--- src/rtl/bsg_manycore_pkt_receive.sv ---
// Tile-side manycore packet receiver: 2-entry input FIFO, head decode into
// local memory stores, freeze-register config writes, and dropped-packet counting.
module bsg_manycore_pkt_receive #(
  parameter int x_cord_width_p = 4,
  parameter int y_cord_width_p = 4,
  parameter int data_width_p   = 32,
  parameter int addr_width_p   = 10,
  localparam int mask_width_lp   = data_width_p / 8,
  localparam int packet_width_lp = 2 + mask_width_lp + addr_width_p + data_width_p
                                   + 2 * (x_cord_width_p + y_cord_width_p)
) (
  input  logic                       clk_i,
  input  logic                       reset_n_i,
  input  logic                       v_i,
  input  logic [packet_width_lp-1:0] data_i,
  output logic                       ready_o,
  input  logic [x_cord_width_p-1:0]  my_x_i,
  input  logic [y_cord_width_p-1:0]  my_y_i,
  output logic                       mem_v_o,
  output logic [addr_width_p-1:0]    mem_addr_o,
  output logic [data_width_p-1:0]    mem_data_o,
  output logic [mask_width_lp-1:0]   mem_mask_o,
  input  logic                       mem_yumi_i,
  output logic                       freeze_o,
  output logic                       credit_o,
  output logic [7:0]                 err_count_o
);

  localparam int cord_w_lp  = x_cord_width_p + y_cord_width_p;
  // The sender coordinates are never consulted, so they are not stored.
  localparam int entry_w_lp = packet_width_lp - cord_w_lp;
  localparam int data_lo_lp = cord_w_lp;
  localparam int addr_lo_lp = data_lo_lp + data_width_p;
  localparam int mask_lo_lp = addr_lo_lp + addr_width_p;
  localparam int op_lo_lp   = mask_lo_lp + mask_width_lp;

  typedef enum logic [1:0] {
    op_drop_lo = 2'b00,
    op_store   = 2'b01,
    op_config  = 2'b10,
    op_drop_hi = 2'b11
  } op_e;

  logic [entry_w_lp-1:0] fifo_mem [2];
  logic [1:0]            count;
  logic                  wptr;
  logic                  rptr;
  logic                  enq;
  logic                  deq;
  logic                  unused_from;

  logic [entry_w_lp-1:0]     entry_in;
  logic [entry_w_lp-1:0]     head;
  op_e                       head_op;
  logic [x_cord_width_p-1:0] head_x;
  logic [y_cord_width_p-1:0] head_y;
  logic                      head_v;
  logic                      is_local;
  logic                      is_store;
  logic                      is_config;
  logic                      is_drop;

  assign entry_in    = {data_i[packet_width_lp-1:2*cord_w_lp], data_i[cord_w_lp-1:0]};
  assign unused_from = ^data_i[2*cord_w_lp-1:cord_w_lp];

  assign ready_o = reset_n_i & (count != 2'd2);
  assign enq     = v_i & ready_o;

  always_comb begin
    head      = fifo_mem[rptr];
    head_op   = op_e'(head[op_lo_lp +: 2]);
    head_x    = head[x_cord_width_p-1:0];
    head_y    = head[x_cord_width_p +: y_cord_width_p];
    head_v    = (count != 2'd0);
    is_local  = (head_x == my_x_i) && (head_y == my_y_i);
    is_store  = head_v && is_local && (head_op == op_store);
    is_config = head_v && is_local && (head_op == op_config);
    is_drop   = head_v && !is_store && !is_config;
    deq       = is_config || is_drop || (is_store && mem_yumi_i);
  end

  assign mem_v_o    = is_store;
  assign mem_addr_o = head[addr_lo_lp +: addr_width_p];
  assign mem_data_o = head[data_lo_lp +: data_width_p];
  assign mem_mask_o = head[mask_lo_lp +: mask_width_lp];

  // Payload storage carries no reset; validity lives entirely in count.
  always_ff @(posedge clk_i) begin
    if (enq) fifo_mem[wptr] <= entry_in;
  end

  always_ff @(posedge clk_i or negedge reset_n_i) begin
    if (!reset_n_i) begin
      count <= '0;
      wptr  <= 1'b0;
      rptr  <= 1'b0;
    end else begin
      if (enq) wptr <= ~wptr;
      if (deq) rptr <= ~rptr;
      if (enq && !deq)      count <= count + 2'd1;
      else if (!enq && deq) count <= count - 2'd1;
    end
  end

  always_ff @(posedge clk_i or negedge reset_n_i) begin
    if (!reset_n_i) begin
      freeze_o    <= 1'b1;
      credit_o    <= 1'b0;
      err_count_o <= '0;
    end else begin
      credit_o <= deq;
      if (is_config && (mem_addr_o == '0)) freeze_o <= mem_data_o[0];
      if (is_drop && (err_count_o != '1)) err_count_o <= err_count_o + 8'd1;
    end
  end

endmodule

--- config.mk ---
export PLATFORM = sky130hd
export DESIGN_NAME = bsg_manycore_pkt_receive
export DESIGN_NICKNAME = d
export VERILOG_FILES = /design/src/rtl/bsg_manycore_pkt_receive.sv
export SDC_FILE = /design/constraint.sdc
export NUM_CORES = 1
export LEC_CHECK = 0
export BUFFER_PORTS_ARGS = -buffer_cell sky130_fd_sc_hd__buf_2
export CAP_MARGIN = 20
export CORE_MARGIN = 5
export CORE_UTILIZATION = 52
export DETAILED_ROUTE_END_ITERATION = 10
export PLACE_DENSITY_LB_ADDON = 0.2
export SLEW_MARGIN = 20
export SYNTH_ARGS = -nofsm -noshare
export SYNTH_HDL_FRONTEND = slang
export SYNTH_SLANG_ARGS = --single-unit
--- constraint.sdc ---
create_clock -name clk_i -period 4.8 [get_ports clk_i]
set_input_delay 0.24 -clock clk_i [delete_from_list [all_inputs] [get_ports clk_i]]
set_output_delay 0.24 -clock clk_i [all_outputs]
set_load 0.03 [all_outputs]
## Word level (Yosys, flattened, before mapping)

Memory sizes are Yosys's and may differ from the RTL's.
Cells that the tools add are included.

| operators by class | value |
|---|---|
| reduce and logical (&&, ||, !) cells | 20 |
| $add $sub $neg | 3 |
| mux-type cells | 4 |
| equal/unequal tests | 6 |
| bitwise gates (word level) | 4 |

Operators with widths:

| cell | number |
|---|---|
| logical AND 1 bit | 11 |
| logical NOT 10 bit | 1 |
| adder 8 x 1 -> 8 bit (second input constant) | 1 |
| equality test 4 bit | 2 |
| inequality test 8 bit (second input constant) | 1 |
| logical NOT 1 bit | 4 |
| 2-to-1 mux 2 bit | 2 |
| nonzero test 2 bit | 2 |
| adder 2 x 1 -> 2 bit (second input constant) | 1 |
| AND 1 bit | 2 |
| equality test 2 x 1 -> 1 bit (second input constant) | 1 |
| equality test 2 bit (second input constant) | 1 |
| logical OR 1 bit | 2 |
| 2-to-1 mux 1 bit | 2 |
| inequality test 2 bit (second input constant) | 1 |
| inverter 1 bit | 2 |
| subtractor 2 x 1 -> 2 bit (second input constant) | 1 |

| storage, ports and cells | value |
|---|---|
| logic and storage cells | 44 |
| bits in registers | 14 |
| RAM bits | 112 |
| input bits | 76 |
| memories | 1 |
| output and inout bits | 58 |

Memories:

| name | words | bits a word | read ports | clocked after Yosys merged registers in | write ports | line | RTL |
|---|---|---|---|---|---|---|---|
| fifo_mem | 2 | 56 | 1 | 0 | 1 | 44 | `logic [entry_w_lp-1:0] fifo_mem [2];` |

## Longest topological paths before layout

An unclocked memory read counts as a cell.

| depth | value |
|---|---|
| depth in word-level cells | 13 |
| gate-level depth with buffers | 12 |
| mapped depth without buffers | 11 |

## Least setup slack after synthesis

No wires, ideal clock.

| timing | value |
|---|---|
| kind | reg2reg |
| from | register count[0] |
| to | memory fifo_mem[0][0] in the netlist's numbering (enable) |
| required time | 4.330 ns |
| period minus slack after synthesis | 4.326 ns |
| setup slack | 0.474 ns |
| arrival | 3.855 ns |
| stages on the path, launching flop included | 5 |
| buffers on the path | 0 |
| setup time | 0.470 ns |
| cells stage by stage | dfrtp_1 -> inv_1 -> a21boi_0 -> nand2_1 -> nor2_1 |

| on the way | value |
|---|---|
| word-level cells in the longest chain between the ends | 5 |

Ends and longest elaborated chain:

| item | line | RTL |
|---|---|---|
| start, declared | 45 | `logic [1:0] count;` |
| start signal, assigned | 100 | `if (enq && !deq) count <= count + 2'd1;` |
| start signal, assigned | 101 | `else if (!enq && deq) count <= count - 2'd1;` |
| inequality test 2 bit | 66 | `assign ready_o = reset_n_i & (count != 2'd2);` |
| AND 1 bit | 66 |  |
| via ready_o | 16 | `output logic ready_o,` |
| AND 1 bit | 67 | `assign enq = v_i & ready_o;` |
| 2-to-1 mux 1 bit | 89 | `if (enq) fifo_mem[wptr] <= entry_in;` |
| 2-to-1 mux 1 bit (implied by the code) | 89 |  |
| end, declared | 44 |  |

The timed path passes the listed nets, and every way through them passes these cells.

## Worst setup path after layout

| timing | value |
|---|---|
| from | register rptr |
| to | output port mem_v_o |

| on the way | value |
|---|---|
| word-level cells in the longest chain between the ends | 5 |
| elaborated cells between the ends (all ways) | 7 |
| classes of those cells | 3 x eq/ne; 3 x reduce/logical; 1 x memory |

Ends and longest elaborated chain:

| item | line | RTL |
|---|---|---|
| start, declared | 47 | `logic rptr;` |
| start signal, assigned | 99 | `if (deq) rptr <= ~rptr;` |
| memory read (2 x 56 bit) * | -- |  |
| equality test 4 bit | 75 | `is_local = (head_x == my_x_i) && (head_y == my_y_i);` |
| logical AND 1 bit | 75 |  |
| logical AND 1 bit | 76 | `is_store = head_v && is_local && (head_op == op_store);` |
| logical AND 1 bit * | 76 |  |
| end, declared | 19 | `output logic mem_v_o,` |

Every way passes the cells marked *; elsewhere a longest branch is shown, timed or not.

==> flow_summary.yaml <==
clocking:
  cts-root-buf: "clkbuf_8"
  cts_tree: "built"
  htreeDepth: 4
  holdBufCountCts: 57
  clock_latency_ns: 0.51
  postCtsSetupBuffers: 0
  clock-sinks: 126
  cts.clk_slew.worst_paths_ns: 0.06
  cts-resized-gates: 0
  clk_path_buf_depth: 2
  cts_buffers: 17
logic_synthesis:
  synth-edff-count: 112
  synth_cells: 264
  synth.most_common_cell: "edfxtp_1"
  synth_top_area_cell: "edfxtp_1"
  synthFlopType: "edfxtp_1"
  synth_area_per_cell_um2: 18.49
  synthSimpleGateAreaFrac_pct: 4.331
  yosysUniqueCellTypes: 34
  synth-compound-area-share_pct: 1.179
  synthArstFlopShare_pct: 11.11
  synth_commonest_cells: "edfxtp_1 (112), mux2_2 (46), dfrtp_1 (13)"
  synth_top_family_by_area: "multiplexers"
  synth_adder_area_share_pct: 0.5126
  seq_area_frac_synth_pct: 76.09
  synth_nets: 342
  synth-xor-area-share_pct: 3.409
  synth_area_um2: 4882
  synthMuxAreaShare_pct: 13.22
  yosysTopAreaCellShare_pct: 68.89
  yosys_register_bits: 126
  ys_warn_count: 0
  yosys-top-cells-area: "edfxtp_1 (69%), mux2_2 (11%), dfrtp_1 (6.7%)"
global_route:
  grt_overflow_total: 0
  grt_pass1_vias: 3174
  grt_use_total_pct: 17.74
  antenna_found_initial: 0
  grt_max_degree: 36
  grt_pass1_wl_um: 15230
critical_path:
  start_kind: "flip-flop"
  cp_max_fo: 34
  worstSetupEndpointType: "output pin"
  worst_ep_arrival_time_ns: 2.85
  crit_required_ns: 4.56
  reg2reg_slack_ns: 1.77
  crit_type: "flip-flop to output pin"
sta:
  relSlewSlack_pct: 42.83
  fmaxAchievable_mhz: 323.4
  tightest_slew_ns: 0.8575
  finalCritPeriodShare_pct: 64.41
  slew_violations: 0
  setup_tns_ns: 0
  skew_ns: 0.01463
  rsz0062_at_grt: "false"
  fin_crit_ns: 3.092
  setup_violations: 0
  hold_viol: 0
  setup_ws_ns: 1.708
route:
  wl_met2_um: 4705
  drtIter0Drc: 84
  drc: 0
  routed_wl_um: 9408
  antenna_left: 0
  drt-met1-wl_um: 3826
  wl_per_cell_um: 16.08
  drtPass1Iterations: 4
  routed.top_layer: "met4"
  wl_met3_um: 725
  via_count: 2907
  vias_per_cell: 4.969
pwr:
  vdd_drop_max_mv: 0.3307
  power_leakage_nw: 2.658
  p_per_area_nw_per_um2: 572.0
status:
  status: "finished clean"
run:
  max_cap_viol_count: 0
hold_path:
  hold_class: "input port to flip-flop"
final_layout:
  antenna_cells: 0
  post-route-cell-area_um2: 6764
  drive_above_1_share_pct: 45.15
  nets: 539
  syn_to_final_growth_pct: 38.54
floorplanning:
  rows: 35
  die_h_um: 106.9
  pin_count: 134
  die_x_um: 106.9
  initial_core_util_pct: 53.09
  die_area_um2: 11430
  fp.coreArea_um2: 9196
place:
  hpwl_um: 5874
  placedInstanceArea_um2: 5640
  routabilityCongestion: 0.7627
  pre_cts_ws_ns: 1.703
  portBuffers: 125
-- layout make-up --
type | count | area (µm²)
flip-flops and latches | 126 | 3716
fillers | 586 | 2432
repair buffers | 185 | 1219
multi-input cells | 125 | 1115
clock buffers | 18 | 417.9
well taps | 111 | 138.9
clock inverters | 14 | 135.1
inverters | 6 | 22.52
-- power breakdown --
part           internal [W]  switching, W  total (W)
Sequential          0.00139      0.000142    0.00153
Combinational      0.000460      0.000712    0.00117
Clock              0.000693      0.000475    0.00117
-- logic make-up after synthesis --
family,Yosys count
DFF,126
muxes,58
and+or+nand+nor,38
xor gates and xnor gates,19
buffers and inverters,13
AOI/OAI and AO/OA,8
adders and majority gates,2
-- layout by cell type, fill, tap and decap left out, types with 7 or more instances in the layout --
| cell type | count |
|---|---|
| clkbuf_16 | 16 |
| dfrtp_1 | 12 |
| edfxtp_1 | 112 |
| mux2i_1 | 9 |
| mux2_2 | 46 |
| xor2_1 | 11 |
| dlygate4sd3_1 | 57 |
| nand2_1 | 11 |
| nor2_1 | 7 |
| xnor2_1 | 8 |
| buf_2 | 125 |
-- metrics by stage --
| stage | std cells | total power, W | utilization [%] | hold slack [ns] |
|---|---|---|---|---|
| 2_1_floorplan | 264 | 0.002391 | - | -0.05559 |
| 3_3_place_gp | 496 | 0.002678 | 61.33 | 0.1515 |
| 3_5_place_dp | 496 | 0.002699 | 61.33 | 0.1574 |
| 4_1_cts | 585 | 0.003908 | 73.55 | 0.01578 |
| 5_1_grt | 585 | 0.004061 | 73.55 | 0.04231 |
| 6_report | 585 | 0.003869 | 73.55 | 0.04460 |
-- layer usage --
metal	track usage (%)	vias up
li1	-	1411
met1	19.90	1385
met2	30.26	97
met3	6.984	14
met4	7.215	0
met5	0	-
-- worst paths after layout --
path | startpoint | end | cells past startpoint
max | rptr$_DFFE_PN0P_ | mem_v_o | 7
min | mem_yumi_i | credit_o$_DFF_PN0_ | 2
max reg2reg | rptr$_DFFE_PN0P_ | count[1]$_DFFE_PN0P_ | 11
min reg2reg | count[1]$_DFFE_PN0P_ | count[1]$_DFFE_PN0P_ | 1
max in group asynchronous | reset_n_i | freeze_o$_DFFE_PN1P_ | 2
min in group asynchronous | reset_n_i | err_count_o[1]$_DFFE_PN0P_ | 2
-- state kept, by name (all words and copies together), names as in the netlist --
signal,count
err_count_o,8
count,2
rptr,1
fifo_mem,112
credit_o,1
wptr,1
freeze_o,1
-- critical path, cell delays in order (launching register included) --
cell and delay [ns]:
dfrtp_2 0.90, mux2i_1 0.31, xor2_1 0.17, nand4_1 0.15, nor4_4 0.43, o21ai_2 0.12, inv_1 0.06, buf_2 0.18
(Power assumes the default switching activity.)
